File: config.mk
export PLATFORM = sky130hd
export DESIGN_NAME = divisor_iterativo_flat
export DESIGN_NICKNAME = d
export VERILOG_FILES = /design/src/rtl/alu_pkg.sv /design/src/rtl/divisor_iterativo_if.sv /design/src/rtl/divisor_paso.sv /design/src/rtl/divisor_iterativo.sv /design/src/flat_wrapper.sv
export SDC_FILE = /design/constraint.sdc
export NUM_CORES = 1
export LEC_CHECK = 0
export ABC_AREA = 1
export ABC_CLOCK_PERIOD_IN_PS = 2400
export BUFFER_PORTS_ARGS = -buffer_cell sky130_fd_sc_hd__buf_4
export CAP_MARGIN = 20
export CORE_UTILIZATION = 45
export CTS_CLUSTER_DIAMETER = 30
export CTS_CLUSTER_SIZE = 30
export DETAILED_ROUTE_END_ITERATION = 6
export GPL_ROUTABILITY_DRIVEN = 0
export PLACE_DENSITY_LB_ADDON = 0.2
export SYNTH_ARGS = -nofsm -noshare
export SYNTH_HDL_FRONTEND = slang
export SYNTH_SLANG_ARGS = --single-unit
File: constraint.sdc
create_clock -name clk -period 2.4 [get_ports clk]
set_clock_uncertainty 0.2 [all_clocks]
set_input_delay 0.6 -clock clk [delete_from_list [all_inputs] [get_ports clk]]
set_output_delay 0.6 -clock clk [all_outputs]
set_load 0.005 [all_outputs]
File: src/rtl/alu_pkg.sv
// Shared ALU definitions: divider FSM state encoding and result-mux select codes.
package alu_pkg;

    // Divider control states
    typedef enum logic [1:0] {
        IDLE = 2'd0,
        CALC = 2'd1,
        DONE = 2'd2
    } estado_div_t;

    // ALU result multiplexer selects fed by the divider
    localparam logic [3:0] SEL_DIVISION = 4'b0011;
    localparam logic [3:0] SEL_MODULO   = 4'b0100;

endpackage

File: src/rtl/divisor_iterativo_if.sv
// Request/result bundle for divisor_iterativo.
// Optional feature macro: DIVISOR_SIGNED_EN adds the con_signo request bit.
// Handshake: the master raises inicio with operands; it is taken only while
// ocupado=0. listo pulses for one cycle when cociente/residuo/div_cero are
// valid; those stay stable until the next accepted inicio. estado mirrors the FSM.
interface divisor_iterativo_if #(parameter int ancho = 32);
    import alu_pkg::*;

    logic             inicio;
    logic [ancho-1:0] dividendo;
    logic [ancho-1:0] divisor;
`ifdef DIVISOR_SIGNED_EN
    logic             con_signo;
`endif
    logic             ocupado;
    logic             listo;
    logic             div_cero;
    logic [ancho-1:0] cociente;
    logic [ancho-1:0] residuo;
    estado_div_t      estado;

`ifdef DIVISOR_SIGNED_EN
    modport master (output inicio, dividendo, divisor, con_signo,
                    input  ocupado, listo, div_cero, cociente, residuo, estado);
    modport slave  (input  inicio, dividendo, divisor, con_signo,
                    output ocupado, listo, div_cero, cociente, residuo, estado);
`else
    modport master (output inicio, dividendo, divisor,
                    input  ocupado, listo, div_cero, cociente, residuo, estado);
    modport slave  (input  inicio, dividendo, divisor,
                    output ocupado, listo, div_cero, cociente, residuo, estado);
`endif

endinterface

File: src/rtl/divisor_paso.sv
// One restoring-division step: shift the next dividend bit into the partial
// remainder, compare against the divisor on ancho+1 bits, subtract if it fits.
module divisor_paso #(parameter int ancho = 32) (
    input  logic [ancho-1:0] r_in,
    input  logic [ancho-1:0] q_in,
    input  logic [ancho-1:0] d,
    output logic [ancho-1:0] r_out,
    output logic [ancho-1:0] q_out
);

    logic [ancho:0] r_sh;
    logic [ancho:0] resta;

    // Shift, trial subtract and select; the borrow bit decides r >= d
    always_comb begin
        r_sh  = {r_in, q_in[ancho-1]};
        resta = r_sh - {1'b0, d};
        if (!resta[ancho]) begin
            r_out = resta[ancho-1:0];
            q_out = {q_in[ancho-2:0], 1'b1};
        end else begin
            r_out = r_sh[ancho-1:0];
            q_out = {q_in[ancho-2:0], 1'b0};
        end
    end

endmodule

File: src/rtl/divisor_iterativo.sv
// Multi-cycle restoring divider, one quotient bit per clock.
// Optional feature macro: DIVISOR_SIGNED_EN enables two's-complement mode
// selected per request by con_signo (magnitudes divided, signs fixed on DONE entry).
module divisor_iterativo
    import alu_pkg::*;
#(
    parameter int ancho = 32
) (
    input  logic                 clk,
    input  logic                 rst_n,
    divisor_iterativo_if.slave   bus
);

    localparam int              cw     = $clog2(ancho);
    localparam logic [cw-1:0]   ultimo = cw'(ancho - 1);

    estado_div_t      estado;
    logic [cw-1:0]    cuenta;
    logic [ancho-1:0] r, q, d;
    logic [ancho-1:0] r_sig, q_sig;
    logic [ancho-1:0] a_mag, b_mag;
    logic [ancho-1:0] q_fin, r_fin;
    logic [ancho-1:0] cociente, residuo;
    logic             div_cero;

    divisor_paso #(.ancho(ancho)) u_paso (
        .r_in  (r),
        .q_in  (q),
        .d     (d),
        .r_out (r_sig),
        .q_out (q_sig)
    );

`ifdef DIVISOR_SIGNED_EN
    logic a_neg, b_neg, neg_q, neg_r;

    // Operand magnitudes and the result signs they imply
    always_comb begin
        a_neg = bus.con_signo & bus.dividendo[ancho-1];
        b_neg = bus.con_signo & bus.divisor[ancho-1];
        a_mag = a_neg ? -bus.dividendo : bus.dividendo;
        b_mag = b_neg ? -bus.divisor   : bus.divisor;
        q_fin = neg_q ? -q_sig : q_sig;
        r_fin = neg_r ? -r_sig : r_sig;
    end

    // Remember result signs for the fix-up at DONE entry
    always_ff @(posedge clk or negedge rst_n) begin
        if (!rst_n) begin
            neg_q <= 1'b0;
            neg_r <= 1'b0;
        end else if (estado == IDLE && bus.inicio) begin
            neg_q <= a_neg ^ b_neg;
            neg_r <= a_neg;
        end
    end
`else
    // Unsigned build: operands and results pass straight through
    always_comb begin
        a_mag = bus.dividendo;
        b_mag = bus.divisor;
        q_fin = q_sig;
        r_fin = r_sig;
    end
`endif

    // Control FSM, iteration datapath and held result registers
    always_ff @(posedge clk or negedge rst_n) begin
        if (!rst_n) begin
            estado   <= IDLE;
            cuenta   <= '0;
            r        <= '0;
            q        <= '0;
            d        <= '0;
            cociente <= '0;
            residuo  <= '0;
            div_cero <= 1'b0;
        end else begin
            case (estado)
                IDLE: begin
                    if (bus.inicio) begin
                        if (bus.divisor == '0) begin
                            // Zero divisor skips iteration entirely
                            estado   <= DONE;
                            cociente <= '1;
                            residuo  <= bus.dividendo;
                            div_cero <= 1'b1;
                        end else begin
                            estado <= CALC;
                            cuenta <= '0;
                            r      <= '0;
                            q      <= a_mag;
                            d      <= b_mag;
                        end
                    end
                end
                CALC: begin
                    r      <= r_sig;
                    q      <= q_sig;
                    cuenta <= cuenta + 1'b1;
                    if (cuenta == ultimo) begin
                        estado   <= DONE;
                        cociente <= q_fin;
                        residuo  <= r_fin;
                        div_cero <= 1'b0;
                    end
                end
                DONE:    estado <= IDLE;
                default: estado <= IDLE;
            endcase
        end
    end

    assign bus.ocupado  = (estado != IDLE);
    assign bus.listo    = (estado == DONE);
    assign bus.div_cero = div_cero;
    assign bus.cociente = cociente;
    assign bus.residuo  = residuo;
    assign bus.estado   = estado;

endmodule
File: src/flat_wrapper.sv
// flat-port wrapper written by rule: the top's interface ports become plain ports
module divisor_iterativo_flat import alu_pkg::*;
#(
    parameter int ancho = 32
)
  (clk, rst_n, bus_inicio, bus_dividendo, bus_divisor, bus_ocupado, bus_listo, bus_div_cero, bus_cociente, bus_residuo, bus_estado);
  divisor_iterativo_if #(.ancho(ancho)) bus_i ();
  input  logic clk;
  input  logic rst_n;
  input wire logic [$bits(bus_i.inicio)-1:0] bus_inicio;
  input wire logic [$bits(bus_i.dividendo)-1:0] bus_dividendo;
  input wire logic [$bits(bus_i.divisor)-1:0] bus_divisor;
  output wire logic [$bits(bus_i.ocupado)-1:0] bus_ocupado;
  output wire logic [$bits(bus_i.listo)-1:0] bus_listo;
  output wire logic [$bits(bus_i.div_cero)-1:0] bus_div_cero;
  output wire logic [$bits(bus_i.cociente)-1:0] bus_cociente;
  output wire logic [$bits(bus_i.residuo)-1:0] bus_residuo;
  output wire logic [$bits(bus_i.estado)-1:0] bus_estado;
  assign bus_i.inicio = bus_inicio;
  assign bus_i.dividendo = bus_dividendo;
  assign bus_i.divisor = bus_divisor;
  assign bus_ocupado = bus_i.ocupado;
  assign bus_listo = bus_i.listo;
  assign bus_div_cero = bus_i.div_cero;
  assign bus_cociente = bus_i.cociente;
  assign bus_residuo = bus_i.residuo;
  assign bus_estado = bus_i.estado;
  divisor_iterativo #(.ancho(ancho)) u_core (.clk(clk), .rst_n(rst_n), .bus(bus_i));
endmodule
# [Word-level counts from Yosys, hierarchy flattened]
# Index checks and enable logic that the tools add are counted.
[op_classes] n_mul=0 mux=27 reduce_logical=8 div=0 addsub=2 n_bitwise=1 shift=0 n_lt_le_gt_ge=0 n_eq_ne=7
[ops] operator="$mux 32" count=11
[ops] operator="$pmux 32 s2" count=4
[ops] operator="$sub 33x32->33" count=1
[ops] operator="$logic_not 32->1" count=1
[ops] operator="$mux 5" count=2
[ops] operator="$pmux 5 s2" count=1
[ops] operator="$mux 2" count=3
[ops] operator="$reduce_and 3->1" count=2
[ops] operator="$add 5x1->5 const B" count=1
[ops] operator="$eq 5x5->1 const B" count=1
[ops] operator="$mux 1" count=4
[ops] operator="$ne 2x1->1 const B" count=2
[ops] operator="$ne 2x2->1 const B" count=2
[ops] operator="$pmux 2 s2" count=1
[ops] operator="$reduce_and 4->1" count=1
[ops] operator="$reduce_bool 2->1" count=2
[ops] operator="$eq 2x1->1 const B" count=1
[ops] operator="$eq 2x2->1 const B" count=1
[ops] operator="$logic_not 2->1" count=1
[ops] operator="$pmux 1 s2" count=1
[ops] operator="$reduce_and 2->1" count=1
[ops] operator="$not 1->1" count=1
[word_totals] wordCells=53 output_inout_bits=69 ram_bits=0 mem_count=0 latch_bits=0 romBits=0 regBits=168

# [Logic depth before layout (Yosys ltp)]
# Gate-level depths: netlist (run 1).
[depth] ltp_word=4 ltp_mapped=19 ltp_nobuf=18

# [Hierarchy]
# From an unflattened synthesis (run 1), not the netlist that was laid out.
[hier_totals] hier_cells=1654 hier_area_um2=10920.5
[modules_own_cells] module="divisor_iterativo" area_each_um2=7437.1 instances=1 cells_per_inst=942
[modules_own_cells] module="divisor_paso" area_each_um2=3483.3 instances=1 cells_per_inst=712

# [Least setup slack after synthesis (run 1)]
# Ideal clock, no wire load.
[synth_timing] kind="register to register" start="register u_core.q[31]" end="register u_core.residuo[16], in the netlist u_core.bus.residuo[16]" path_buffers=1 setup_ps=113 slack_ps=30 arrival_time_ps=2057 stages_incl_launch_ff=20 required_ps=2087 path_cell_list="dfrtp_1 inv_1 ha_1 inv_1 fa_1 nand2_1 nand2_1 nand3_2 nand2_4 nand2_4 nand2_4 nand2_4 nand2_4 nand2_2 nand2_4 buf_12 nand3_2 nand3_2 nand2_1 inv_1"
[synth_between] elab_chain_len=4
[synth_rtl] item="from (decl)" line_no="divisor_iterativo.sv:19" rtl="logic [ancho-1:0] r, q, d;"
[synth_rtl] item="from (signal assigned)" line_no="divisor_iterativo.sv:92" rtl="q <= a_mag;"
[synth_rtl] item="from (signal assigned)" line_no="divisor_iterativo.sv:99" rtl="q <= q_sig;"
[synth_rtl] item="$sub 33x32->33" line_no="divisor_paso.sv:17" rtl="resta = r_sh - {1'b0, d};"
[synth_rtl] item="$mux 32" line_no="divisor_paso.sv:18" rtl="if (!resta[ancho]) begin"
[synth_rtl] item="$mux 32" line_no="divisor_iterativo.sv:101" rtl="if (cuenta == ultimo) begin"
[synth_rtl] item="$pmux 32 s2" line_no="divisor_iterativo.sv:79" rtl="case (estado)"
[synth_rtl] item="to (signal assigned)" line_no="divisor_iterativo.sv:86" rtl="residuo <= bus.dividendo;"
[synth_rtl] item="to (signal assigned)" line_no="divisor_iterativo.sv:104" rtl="residuo <= r_fin;"
[synth_rtl] item="to (decl)" line_no="divisor_iterativo.sv:23" rtl="logic [ancho-1:0] cociente, residuo;"
# Every way passes these cells. The select of a mux whose other input is x is not followed.
# A chain may end at the register's enable or synchronous reset.

# [Final worst setup path (run 1)]
[layout_timing] start="register u_core.q[31]" end="register u_core.residuo[5], in the netlist u_core.bus.residuo[5]"
# The elaborated chain is that of the path after synthesis.

==> insert_results.sql, run 1 <==
INSERT INTO impl_metrics (metric_group, metric, value, unit) VALUES
('run', 'drv_cap', '0', ''),
('critical_path', 'worstSetupStartpointType', 'flip-flop', ''),
('pwr', 'combinationalPowerShare', '67.3', '%'),
('synth', 'mapped_avg_cell_area', '7.29', 'sq um'),
('cells_and_area', 'area_delta_synth_final', '34.0', '%'),
('cells_and_area', 'post-route-util', '61.3', '%'),
('global_routing', 'grt_busiest_layer', 'met2', ''),
('cts', 'clockRootBuffer', 'clkbuf_16', ''),
('drt', 'detail_route.first_pass.iterations', '5', ''),
('synth', 'synth-edff-count', '0', ''),
('placement', 'place_hpwl', '23.1', 'mm'),
('critical_path', 'worst-endpoint-required', '2.54', 'ns'),
('timing', 'grt_setup_unrepaired', 'true', ''),
('pwr', 'max-vdd-ir-drop', '0.763', 'mV'),
('critical_path', 'critical_path.endpoint_type', 'flip-flop', ''),
('cells_and_area', 'drive_above_1_share', '29.9', '%'),
('synth', 'synth_warnings', '0', ''),
('timing', 'max-slew-margin-rel', '70.4', '%'),
('timing', 'final_hold_viol_count', '0', ''),
('global_routing', 'grt.met1_usage', '32.7', '%'),
('hold_path', 'min-delay-path-class', 'primary input to flip-flop', ''),
('placement', 'post-place-cells', '2044', ''),
('synth', 'synth_common_cells', '415 x nand2_1, 282 x inv_1, 168 x dfrtp_1, 109 x nor2_1, 81 x nand3_1', ''),
('timing', 'post-route-worst-setup-slack', '-0.159', 'ns'),
('floorplanning', 'effective_utilization_at_floorplan', '45.7', '%'),
('floorplanning', 'die-width', '156', 'microns'),
('cts', 'cts.path.max_buffers', '2', ''),
('critical_path', 'r2r-end', 'u_core.bus.residuo[5]$_DFFE_PN0P_', ''),
('timing', 'slew_viol_final', '0', ''),
('cells_and_area', 'antenna_diodes', '0', ''),
('synth', 'synth.net_count', '1570', ''),
('synth', 'yosysTopAreaCell', 'dfrtp_1', ''),
('synth', 'yosys.area.top_type_share', '39.3', '%'),
('cts', 'htreeDepth', '4', ''),
('pwr', 'power', '23.3', 'mW'),
('pwr', 'share_clk_of_total_power', '11.6', '%'),
('synth', 'synth.lib_cells_used.distinct', '43', ''),
('hold_path', 'min_path_cells', '3', ''),
('hold_path', 'hold_path_end', 'u_core.d[25]$_DFFE_PN0P_', ''),
('critical_path', 'critical_path_arrival', '2.70', 'ns'),
('floorplanning', 'die_area', '0.0244', 'sq mm'),
('floorplanning', 'top_level_ports', '136', ''),
('cells_and_area', 'net_count_final', '1857', ''),
('synth', 'synth_top_flop_cell', 'dfrtp_1', ''),
('synth', 'synthesis.area', '0.0107', 'sq mm'),
('critical_path', 'worst_reg2reg_startpoint', 'u_core.q[31]$_DFFE_PN0P_', ''),
('pwr', 'share_seq_of_total_power', '21.1', '%'),
('synth', 'yosys.cell_count.top_type', 'nand2_1', ''),
('placement', 'io_buffers', '135', ''),
('synth', 'synth_sequential_area_ratio', '39.3', '%'),
('synth', 'synth_top_cells_by_area', 'dfrtp_1 39%, nand2_1 15%, inv_1 9.9%, nand3_2 6.9%, ha_1 4.0%', ''),
('synth', 'yosys_register_bits', '168', ''),
('cts', 'tritoncts.num_buffers', '17', ''),
('global_routing', 'grt_use_met2', '44.9', '%'),
('pwr', 'p_per_area', '1630', 'mW/mm^2'),
('outcome', 'violations', 'negative setup slack', ''),
('drt', 'detailroute.via_count', '10107', ''),
('global_routing', 'grt_util_all_layers', '25.8', '%'),
('drt', 'dr.first_iter.drc_count', '715', ''),
('critical_path', 'cp_max_fo', '7', ''),
('floorplanning', 'die_height', '156', 'microns'),
('cells_and_area', 'fillerInstances', '2139', ''),
('timing', 'timing_worst_slew_pin_value', '0.443', 'ns'),
('timing', 'total_setup_violations_reported_at_the_end_of_the_flow', '55', ''),
('outcome', 'run_status', 'finished, violations left', ''),
('global_routing', 'grtUsageMet3', '2.91', '%'),
('cts', 'cts_num_sinks', '168', ''),
('global_routing', 'grt_start_max_net_pins', '71', ''),
('global_routing', 'antenna_found_initial', '0', ''),
('floorplanning', 'row_count', '56', ''),
('timing', 'timing.hold.ws', '0.179', 'ns');
==> placed cells by master (no fill, tap or decap), drive strengths merged, types with 16 or more instances in the layout <==
master    n
xor2     16
nand3   155
ha       34
dfrtp   168
buf     316
clkbuf   19
or2      34
nor2    115
nand2   432
o21ai    70
a21oi    48
inv     303
==> what timing repair did <==
item                                   4_1_cts  5_1_grt
setup buffers                                6        3
endpoints found under the hold margin       32        0
hold buffers                                 1        0
resized for setup                           44       24
pin swaps                                   10        9
setup endpoints to repair                   66       66
cloned                                       1        0
==> cell type report <==
class,count,area [sq um],area share [%]
multi-input combinational,956,5430,37.9
clock inverter,13,125,0.873
timing repair buffer,317,2630,18.3
inverter,295,1110,7.72
sequential,168,4200,29.3
tap,319,399,2.78
clock buffer,19,443,3.09
==> kinds of logic after synthesis <==
group / count (synthesis) / synth area share (%)
flops: 168 / 39.3
fa+ha+maj: 35 / 4.16
compound gates: 141 / 7.48
buf+inv: 344 / 13.2
simple gates: 764 / 34.5
xor+xnor: 16 / 1.31
==> per-stage QoR <==
stage          cell area (sq um)  setup TNS [ns]
3_5_place_dp               13300          -39.63
6_report                   14300           -3.85
2_1_floorplan              10700               0
5_1_grt                    14300          -11.53
4_1_cts                    14200           -2.08
3_3_place_gp               13300          -35.07
==> power by group through the flow <==
stage / Combinational [mW] / Sequential (mW) / Clock [mW]
2_1_floorplan: 9.07 / 4.77 / 0
3_3_place_gp: 14.3 / 4.92 / 0
5_1_grt: 17.4 / 5.03 / 2.86
3_5_place_dp: 14.6 / 4.93 / 0
4_1_cts: 15.4 / 4.91 / 2.74
6_report: 15.7 / 4.92 / 2.70
==> critical path, stage by stage (launching register included) <==
cell	delay [ns]
dfrtp_1	0.40
inv_2	0.09
ha_4	0.12
inv_2	0.04
fa_2	0.35
nand2_2	0.08
nand2_2	0.07
nand3_2	0.08
nand2_4	0.07
nand2_4	0.07
nand2_4	0.05
nand2_4	0.09
nand2_4	0.06
nand2_4	0.09
nand2_8	0.08
buf_6	0.13
buf_12	0.14
nand3_4	0.07
nand3_2	0.06
nand2_1	0.06
inv_1	0.03
==> routing by layer <==
layer,vias up,routed length (microns)
li1,5095,-
met1,4713,13400
met2,239,14900
met3,60,1220
met4,0,1030
met5,-,0
==> worst max path at each step <==
stage / from / slack (ns) / depth (start not counted) / end
final: u_core.q[31]$_DFFE_PN0P_ / -0.16 / 20 / u_core.bus.residuo[5]$_DFFE_PN0P_
after global routing: u_core.q[31]$_DFFE_PN0P_ / -0.27 / 20 / u_core.bus.residuo[4]$_DFFE_PN0P_
after CTS: u_core.q[31]$_DFFE_PN0P_ / -0.11 / 20 / u_core.bus.residuo[1]$_DFFE_PN0P_
after detailed placement: bus_divisor[5] / -0.37 / 13 / u_core.bus.residuo[12]$_DFFE_PN0P_
after global placement: bus_divisor[5] / -0.34 / 13 / u_core.bus.residuo[12]$_DFFE_PN0P_
after floorplan: u_core.q[31]$_DFFE_PN0P_ / 0.03 / 19 / u_core.bus.residuo[16]$_DFFE_PN0P_
==> registers in the layout (all words and copies together) (netlist names) <==
register and flops:
u_core.bus.div_cero 1, u_core.r 32, u_core.bus.cociente 32, u_core.q 32, u_core.bus.residuo 32, u_core.bus.estado 2, u_core.cuenta 5, u_core.d 32
No activity file was read; power rests on OpenSTA's default activity.
==> inputs of run 2 (changes only) <==
--- a/config.mk
+++ b/config.mk
@@ -15,6 +15,7 @@
 export DETAILED_ROUTE_END_ITERATION = 6
 export GPL_ROUTABILITY_DRIVEN = 0
 export PLACE_DENSITY_LB_ADDON = 0.2
+export REMOVE_ABC_BUFFERS = 1
 export SYNTH_ARGS = -nofsm -noshare
 export SYNTH_HDL_FRONTEND = slang
 export SYNTH_SLANG_ARGS = --single-unit
==> insert_results.sql, run 2 (synthesized netlist as in run 1, its figures left out) <==
INSERT INTO impl_metrics (metric_group, metric, value, unit) VALUES
('drt', 'detail_route.first_pass.iterations', '5', ''),
('hold_path', 'min_path_cells', '3', ''),
('placement', 'placed_cell_area', '0.0132', 'sq mm'),
('critical_path', 'worst_reg2reg_startpoint', 'u_core.q[31]$_DFFE_PN0P_', ''),
('drt', 'detail_route.wirelength.met1', '12.9', 'mm'),
('cts', 'clock_tree_from_tritoncts', 'done', ''),
('cts', 'clockRootBuffer', 'clkbuf_16', ''),
('placement', 'io_buffers', '135', ''),
('timing', 'grt_setup_unrepaired', 'true', ''),
('cells_and_area', 'final_cell_area', '0.0141', 'sq mm'),
('pwr', 'leakagePower', '7.66', 'nW'),
('floorplanning', 'die_area', '0.0244', 'sq mm'),
('pwr', 'max-vdd-ir-drop', '0.959', 'mV'),
('pwr', 'p_per_area', '1610', 'mW/mm^2'),
('drt', 'detailroute.via_count', '9897', ''),
('drt', 'antenna_violating_nets_post_route', '0', ''),
('cells_and_area', 'area_delta_synth_final', '32.1', '%'),
('timing', 'slew_viol_final', '0', ''),
('timing', 'total_setup_violations_reported_at_the_end_of_the_flow', '63', ''),
('outcome', 'run_status', 'finished, violations left', ''),
('drt', 'met2_wirelength', '14.3', 'mm'),
('cts', 'cts_num_sinks', '168', ''),
('floorplanning', 'effective_utilization_at_floorplan', '45.7', '%'),
('timing', 'timing_worst_slew_pin_value', '0.548', 'ns'),
('global_routing', 'grt_overflow_total', '0', ''),
('critical_path', 'cp_max_fo', '9', ''),
('outcome', 'violations', 'negative setup slack', ''),
('global_routing', 'grt_pass1_wl', '48.2', 'mm'),
('global_routing', 'first_global_vias', '9769', ''),
('timing', 'final_hold_viol_count', '0', ''),
('drt', 'wl_per_cell', '14.3', 'microns'),
('critical_path', 'critPathKind', 'flip-flop to flip-flop', ''),
('drt', 'dr.max_layer_used', 'met4', ''),
('timing', 'timing.final.crit_share', '106', '%'),
('floorplanning', 'row_count', '56', ''),
('cells_and_area', 'final-seq-area', '0.00421', 'sq mm'),
('hold_path', 'min-delay-path-class', 'primary input to flip-flop', ''),
('critical_path', 'r2r_cells', '19', ''),
('timing', 'max-slew-margin-rel', '63.1', '%'),
('drt', 'dr.first_iter.drc_count', '489', ''),
('critical_path', 'critical_path_arrival', '2.68', 'ns'),
('global_routing', 'grt_start_max_net_pins', '71', ''),
('critical_path', 'r2r-end', 'u_core.bus.residuo[12]$_DFFE_PN0P_', ''),
('critical_path', 'worst-endpoint-required', '2.54', 'ns'),
('hold_path', 'hold_path_end', 'u_core.d[2]$_DFFE_PN0P_', ''),
('floorplanning', 'floorplan.core_area', '0.0234', 'sq mm'),
('run', 'drv_cap', '0', ''),
('cells_and_area', 'multiInputGateArea', '0.00535', 'sq mm'),
('critical_path', 'worstSetupStartpointType', 'flip-flop', ''),
('timing', 'post-route-worst-setup-slack', '-0.135', 'ns'),
('cts', 'htreeDepth', '4', ''),
('cells_and_area', 'mostFrequentLayoutCells', '409 x nand2_1, 279 x inv_1, 268 x buf_4', ''),
('global_routing', 'antenna_found_initial', '0', ''),
('cts', 'tritoncts.num_buffers', '17', ''),
('cells_and_area', 'antenna_diodes', '0', ''),
('timing', 'layout_min_cycle_time', '2.54', 'ns'),
('cts', 'cts.path.max_buffers', '2', ''),
('floorplanning', 'die-width', '156', 'microns'),
('cells_and_area', 'layoutNonFillerInstCount', '2061', ''),
('drt', 'routed-wl-met3', '1.11', 'mm'),
('timing', 'fmaxAchievable', '394', 'MHz'),
('hold_path', 'holdCritStartpoint', 'bus_divisor[2]', ''),
('cts', 'clock_latency', '0.44', 'ns'),
('floorplanning', 'die_height', '156', 'microns'),
('critical_path', 'worst-r2r-setup-slack', '-0.14', 'ns'),
('cells_and_area', 'final_common_cell', 'nand2_1', ''),
('drt', 'routed_wl', '29.4', 'mm'),
('cts', 'clkSlewWorstSetupHoldPaths', '0.07', 'ns'),
('placement', 'post-place-cells', '2022', ''),
('drt', 'detail_route.drc_violations', '0', ''),
('cells_and_area', 'fillerInstances', '2176', ''),
('drt', 'number_of_vias_per_cell_after_detailed_routing', '4.80', ''),
('placement', 'place_hpwl', '22.1', 'mm'),
('cells_and_area', 'drive_above_1_share', '27.7', '%'),
('floorplanning', 'top_level_ports', '136', ''),
('global_routing', 'grt_util_all_layers', '25.3', '%'),
('cells_and_area', 'net_count_final', '1832', ''),
('critical_path', 'critical_path.endpoint_type', 'flip-flop', '');
==> run 2: cell count changes in the layout (fill, tap and decap cells not counted), sizes merged <==
cell	previous run	this run
buf	316	290
clkbuf	19	18
clkinv	3	5
clkinvlp	2	0
inv	303	304
==> run 2: worst max-delay path by stage <==
stage	slack, ns	end	cells after the start	from
floorplan	-1.15	u_core.bus.residuo[10]$_DFFE_PN0P_	9	u_core.bus.estado[1]$_DFFE_PN0P_
global placement	-0.53	u_core.bus.residuo[2]$_DFFE_PN0P_	13	bus_divisor[5]
detailed placement	-0.63	u_core.bus.residuo[24]$_DFFE_PN0P_	13	bus_divisor[5]
CTS	-0.20	u_core.bus.residuo[8]$_DFFE_PN0P_	20	u_core.q[31]$_DFFE_PN0P_
global route	-0.26	u_core.bus.residuo[21]$_DFFE_PN0P_	19	u_core.q[31]$_DFFE_PN0P_
finish	-0.14	u_core.bus.residuo[12]$_DFFE_PN0P_	19	u_core.q[31]$_DFFE_PN0P_
==> run 2: critical path, cell delays in order (launching register included) <==
cell       delay [ns]
dfrtp_1          0.39
inv_2            0.08
ha_4             0.14
inv_4            0.04
fa_2             0.35
nand2_2          0.09
nand2_4          0.07
nand3_4          0.08
nand2_4          0.06
nand2_4          0.06
nand2_4          0.06
nand2_4          0.10
nand2_4          0.07
nand2_2          0.09
nand2_4          0.10
clkbuf_16        0.19
nand3_2          0.10
nand3_2          0.08
nand2_1          0.06
inv_1            0.03
==> run 2: cell type report <==
type	count	area share (%)
repair buffers	292	17.6
inverters	295	7.87
multi-input cells	956	37.9
clock inverters	14	1.08
well taps	319	2.82
flip-flops and latches	168	29.8
clock buffers	17	3.01
==> run 2: where the power goes <==
part | total (mW) | switching (mW) | internal [mW]
clock network | 2.77 | 1.37 | 1.39
logic | 15.1 | 8.72 | 6.39
registers | 4.87 | 0.707 | 4.16
total | 22.7 | 10.8 | 11.9
==> run 2: layer usage <==
| layer | track usage, % | vias up |
|---|---|---|
| li1 | - | 5059 |
| met1 | 31.6 | 4557 |
| met2 | 43.4 | 228 |
| met3 | 3.16 | 53 |
| met4 | 12.0 | 0 |
| met5 | 0 | - |
==> run 2: through the flow <==
stage,util [%],total power [mW],worst slack [ns],hold slack (ns),setup TNS [ns]
after floorplan,-,13.2,-1.15,0.104,-86.23
after global placement,56.3,18.8,-0.527,0.274,-64.29
after detailed placement,56.3,19.1,-0.634,0.281,-76.44
after CTS,59.5,22.4,-0.201,0.181,-6.07
after global routing,60.4,24.8,-0.257,0.202,-12.59
final,60.4,22.7,-0.135,0.194,-4.90
==> run 2: timing repair <==
| item | in CTS | in global routing |
|---|---|---|
| hold buffers | 1 | 0 |
| setup endpoints to repair | 109 | 98 |
| endpoints found under the hold margin | 31 | 0 |
| gates resized for setup | 17 | 35 |
| pin swaps | 5 | 8 |
| cloned | 2 | 1 |
| buffers inserted | 2 | 3 |
